File: src/rtl/if_fetch.sv
// Instruction-fetch initiator: owns the PC, drives the instruction ROM, and buffers
// {pc, inst} pairs in a small FIFO presented to decode over valid/ready.
module if_fetch #(
  parameter logic [31:0] RESET_PC   = 32'h0000_0000,
  parameter int          FIFO_DEPTH = 2
) (
  input  logic        clk,
  input  logic        rst,
  output logic        rom_ce_o,
  output logic [31:0] rom_addr_o,
  input  logic [31:0] rom_inst_i,
  input  logic        branch_i,
  input  logic [31:0] branch_target_i,
  output logic        id_valid_o,
  output logic [31:0] id_pc_o,
  output logic [31:0] id_inst_o,
  input  logic        id_ready_i
);

  localparam int PW    = $clog2(FIFO_DEPTH);
  localparam int CNT_W = PW + 1;

  typedef struct packed {
    logic [31:0] pc;
    logic [31:0] inst;
  } entry_t;

  entry_t             mem_q [FIFO_DEPTH];
  entry_t             head_q, head_d, new_entry;
  logic [31:0]        pc_q, pc_d;
  logic               ce_q, ce_d;
  logic [PW-1:0]      wr_ptr_q, wr_ptr_d, rd_ptr_q, rd_ptr_d;
  logic [CNT_W-1:0]   count_q, count_d;
  logic               push, pop;

  // The two low target bits are discarded to keep the PC word aligned.
  logic unused_target_bits;
  assign unused_target_bits = ^branch_target_i[1:0];

  assign rom_ce_o   = ce_q;
  assign rom_addr_o = pc_q;
  assign id_valid_o = (count_q != '0);
  assign id_pc_o    = head_q.pc;
  assign id_inst_o  = head_q.inst;
  assign new_entry  = '{pc: pc_q, inst: rom_inst_i};

  // NOTE: every always_comb output gets a default first so no latch is inferred.
  always_comb begin
    ce_d     = 1'b1;
    pc_d     = pc_q;
    wr_ptr_d = wr_ptr_q;
    rd_ptr_d = rd_ptr_q;
    count_d  = count_q;
    head_d   = head_q;
    pop      = id_valid_o & id_ready_i & ~branch_i;
    push     = ce_q & ~branch_i & ((count_q < CNT_W'(FIFO_DEPTH)) | pop);

    if (branch_i) begin
      count_d  = '0;
      wr_ptr_d = '0;
      rd_ptr_d = '0;
      pc_d     = {branch_target_i[31:2], 2'b00};
    end else begin
      if (push) begin
        wr_ptr_d = wr_ptr_q + PW'(1);
        pc_d     = pc_q + 32'd4;
      end
      if (pop) rd_ptr_d = rd_ptr_q + PW'(1);
      count_d = count_q + CNT_W'(push) - CNT_W'(pop);
      // Next head is the entry being written when the read pointer lands on it.
      if (count_d != '0)
        head_d = (push && rd_ptr_d == wr_ptr_q) ? new_entry : mem_q[rd_ptr_d];
    end
  end

  // NOTE: state registers use non-blocking assignments so all flops update together.
  always_ff @(posedge clk) begin
    if (rst) begin
      ce_q     <= 1'b0;
      pc_q     <= RESET_PC;
      wr_ptr_q <= '0;
      rd_ptr_q <= '0;
      count_q  <= '0;
      head_q   <= '0;
    end else begin
      ce_q     <= ce_d;
      pc_q     <= pc_d;
      wr_ptr_q <= wr_ptr_d;
      rd_ptr_q <= rd_ptr_d;
      count_q  <= count_d;
      head_q   <= head_d;
    end
  end

  // NOTE: buffer storage is not reset; the count decides which slots are meaningful.
  always_ff @(posedge clk) begin
    if (!rst && push) mem_q[wr_ptr_q] <= new_entry;
  end

endmodule

File: config.mk
export PLATFORM = sky130hd
export DESIGN_NAME = if_fetch
export DESIGN_NICKNAME = d
export VERILOG_FILES = /design/src/rtl/if_fetch.sv
export SDC_FILE = /design/constraint.sdc
export NUM_CORES = 1
export LEC_CHECK = 0
export ABC_AREA = 1
export BUFFER_PORTS_ARGS = -buffer_cell sky130_fd_sc_hd__buf_2
export CAP_MARGIN = 15
export CORE_AREA = 3 3 189 191
export DETAILED_ROUTE_END_ITERATION = 8
export DIE_AREA = 0 0 192 194
export SYNTH_ARGS = -nofsm -noshare
export SYNTH_HDL_FRONTEND = slang
export SYNTH_SLANG_ARGS = --single-unit
File: constraint.sdc
create_clock -name clk -period 4.8 [get_ports clk]
set_clock_uncertainty 0.05 [all_clocks]
set_input_delay 0 -clock clk [delete_from_list [all_inputs] [get_ports clk]]
set_output_delay 0 -clock clk [all_outputs]
set_load 0.02 [all_outputs]
==> flow_summary.yaml <==
timing:
  rsz0062_at_grt: "no"
  tightest_slew_ns: 1.007
  finalHoldViolCount: 0
  setup_viol: 0
  maxSlewViolCount: 0
  fmax_ghz: 0.3157
  post-route-min-period_ns: 3.168
  relSlewSlack_pct: 32.87
  final.setup.tns_ns: 0
  fin_crit_sh_pct: 65.99
  whs_ns: 0.06957
clock_tree:
  htreeDepth: 1
  cts-root-buf: "clkbuf_16"
  numCtsBuffers: 25
  clk_latency_ns: 0.51
  clockBufferDepth: 3
  cts_sinks: 221
  cts_tree: "done"
  path_clk_slew_ns: 0.06
logic_synthesis:
  synthCells: 1264
  yosys.area.top_type_share_pct: 36.32
  seq_area_frac_synth_pct: 55.27
  avgSynthCellArea_um2: 8.110
  ys_top_cells_by_area: "edfxtp_1 (36%), dfxtp_1 (19%), nand2_1 (16%), nand3_1 (7.5%), inv_1 (6.5%)"
  ys_ff_latch: 221
  synth_area_leader_cell: "edfxtp_1"
  synth_warnings: 0
  netlist_area_um2: 10250
  synth_cell_types: 34
pwr:
  irDropWorstVdd_mv: 0.2157
  seqPwrFrac_pct: 46.8
  power.share.clock_pct: 41.0
  p_int_mw: 3.414
  switching_share_pct: 25.96
  p_comb_share_pct: 12.1
  p_leak_nw: 5.760
  p_per_area_nw_per_um2: 359.6
  switching_power_mw: 1.197
setup_path:
  crit_required_ns: 5.17
  cp.arrival_ns: 3.53
  cp-start-kind: "flip-flop"
  worstSetupPathType: "reg2reg"
  reg2reg_setup_slack_ns: 1.63
  critPathMaxFanout: 69
  crit_path_end_kind: "flip-flop"
placed_design:
  dp_hpwl_um: 17900
  gp_congestion: 0.8519
  port-buffer-count: 159
finish:
  seq_area_um2: 5665
  final_net_count: 1533
  layout-drive-gt1-share_pct: 15.01
  syn_to_final_growth_pct: 25.09
  n_fill_cell: 3474
  multi_input_area_um2: 3563
die:
  dieWidth_um: 192
  start_util_pct: 29.90
  io_pins: 166
  rows: 68
  core_um2: 34290
  dieArea_um2: 37250
  die_y_um: 194
global_routing:
  use_met1_pct: 21.07
  grt_util_met3_pct: 2.170
  first_global_vias: 8465
  grt_antenna_before_repair: 1
  grt_pass1_wl_um: 46370
  gr-usage-all-layers_pct: 15.63
  grt_max_degree: 81
  grt_use_met2_pct: 25.82
  busiest_layer: "met2"
  grt_overflow: 0
detailed_routing:
  drcViolationCount: 0
  drtPass1Iterations: 5
  drtIter0Drc: 537
  postRouteAntennaNets: 0
  routed_via_density: 4.506
  via_count: 8719
  routedWlPerCell_um: 15.32
  wl_um: 29650
hold_path:
  hp-class: "in2reg"
outcome:
  status: "complete, no violations"
run:
  max_cap_viol_count: 0
registers in the layout, indices dropped and copies added, names as in the netlist:
| signal | cells |
|---|---|
| mem_q | 124 |
| id_inst_o | 32 |
| rd_ptr_q | 1 |
| rom_ce_o | 1 |
| rom_addr_o | 30 |
| wr_ptr_q | 1 |
| count_q | 2 |
| id_pc_o | 30 |
metal layers:
metal / share of wire (%) / up-vias / wire length (µm)
met5: 0 / - / 0
met4: 2.7 / 0 / 811
met3: 5.1 / 50 / 1522
met2: 47 / 220 / 13910
met1: 45 / 4031 / 13400
li1: - / 4418 / -
layout make-up:
| type | instances | area share, % |
|---|---|---|
| repair buffers | 232 | 11.94 |
| well taps | 455 | 4.439 |
| flip-flops and latches | 221 | 44.18 |
| diodes | 1 | 0.01951 |
| clock inverters | 14 | 1.161 |
| clock buffers | 30 | 5.103 |
| inverters | 182 | 5.366 |
| multi-input cells | 800 | 27.79 |
power groups by stage:
stage                     combinational [mW]  clock (mW)  sequential, mW
after floorplan                        0.265           0            2.26
after global placement                 0.518           0            2.20
after detailed placement               0.522           0            2.20
after CTS                              0.566        1.94            2.16
after global routing                   0.627        2.02            2.17
final                                  0.560        1.89            2.16
critical path: stages (launching register included):
cell and delay (ns):
dfxtp_1 0.34, inv_2 0.08, o21ai_4 0.11, nor2_8 0.32, inv_4 0.10, nor2_8 0.10, buf_4 0.76, nand2_4 0.69
nand2_1 0.23, nand3_1 0.12, nand2_1 0.10, inv_1 0.04
path summary, 6_finish.rpt:
| kind | from | to | cells after the start |
|---|---|---|---|
| worst max-delay path | count_q[1] | id_pc_o[23] | 11 |
| worst min-delay path | branch_i | rom_addr_o[6] | 3 |
| worst min register to register | id_inst_o[5] | id_inst_o[5] | 4 |
| worst max register to register | count_q[1] | id_pc_o[23] | 11 |
cells in the mapped netlist:
master    count
a21oi_1      81
a22o_1        1
a31oi_1       7
buf_1        12
buf_2        21
buf_4        13
buf_6         6
clkbuf_1     12
conb_1        1
dfxtp_1      97
edfxtp_1    124
ha_1          3
inv_1       177
inv_2         3
inv_4         2
nand2_1     437
nand2_2       3
nand2_4       1
nand3_1     153
nand3b_1      1
nand4_1       2
nor2_1       47
nor2_2        3
nor2_8        3
nor3_1        7
nor3b_1       1
nor4_1        1
o211ai_1      1
o21ai_0      26
o21ai_1       6
o21ai_4       1
or2_2         1
xnor2_1       4
xor2_1        6
logic make-up after synthesis:
| logic type | count (synthesis) | synth area share [%] |
|---|---|---|
| xor+xnor | 10 | 0.8543 |
| compound gates | 123 | 6.261 |
| simple gates | 660 | 26.99 |
| flops | 221 | 55.27 |
| fa+ha+maj | 3 | 0.3662 |
| buf+inv | 246 | 10.23 |
| other cells | 1 | 0.03658 |
per-stage QoR:
step	worst slack [ns]	util (%)	instance area, µm²	power [mW]	instances
floorplan	0.3073	-	10260	2.526	1267
global placement	1.655	33.18	11380	2.716	1826
detailed placement	1.670	33.18	11380	2.723	1826
CTS	1.641	37.39	12820	4.668	1934
global route	1.365	37.40	12820	4.814	1935
finish	1.632	37.40	12820	4.611	1935
timing repair:
item	4_1_cts	5_1_grt
hold buffers	64	0
setup endpoints to repair	0	0
resized for setup	0	0
setup buffers	0	0
hold endpoints to repair	127	0
cells in the final DEF, fill, tap and decap left out, drive strengths merged, types with 6 or more instances in the layout:
| master | count |
|---|---|
| a21oi | 81 |
| a31oi | 7 |
| buf | 168 |
| clkbuf | 30 |
| clkinv | 9 |
| dfxtp | 97 |
| dlygate4sd3 | 64 |
| edfxtp | 124 |
| inv | 183 |
| nand2 | 441 |
| nand3 | 153 |
| nor2 | 53 |
| nor3 | 7 |
| o21ai | 33 |
| xor2 | 6 |
Power figures use the tool's default switching activity.
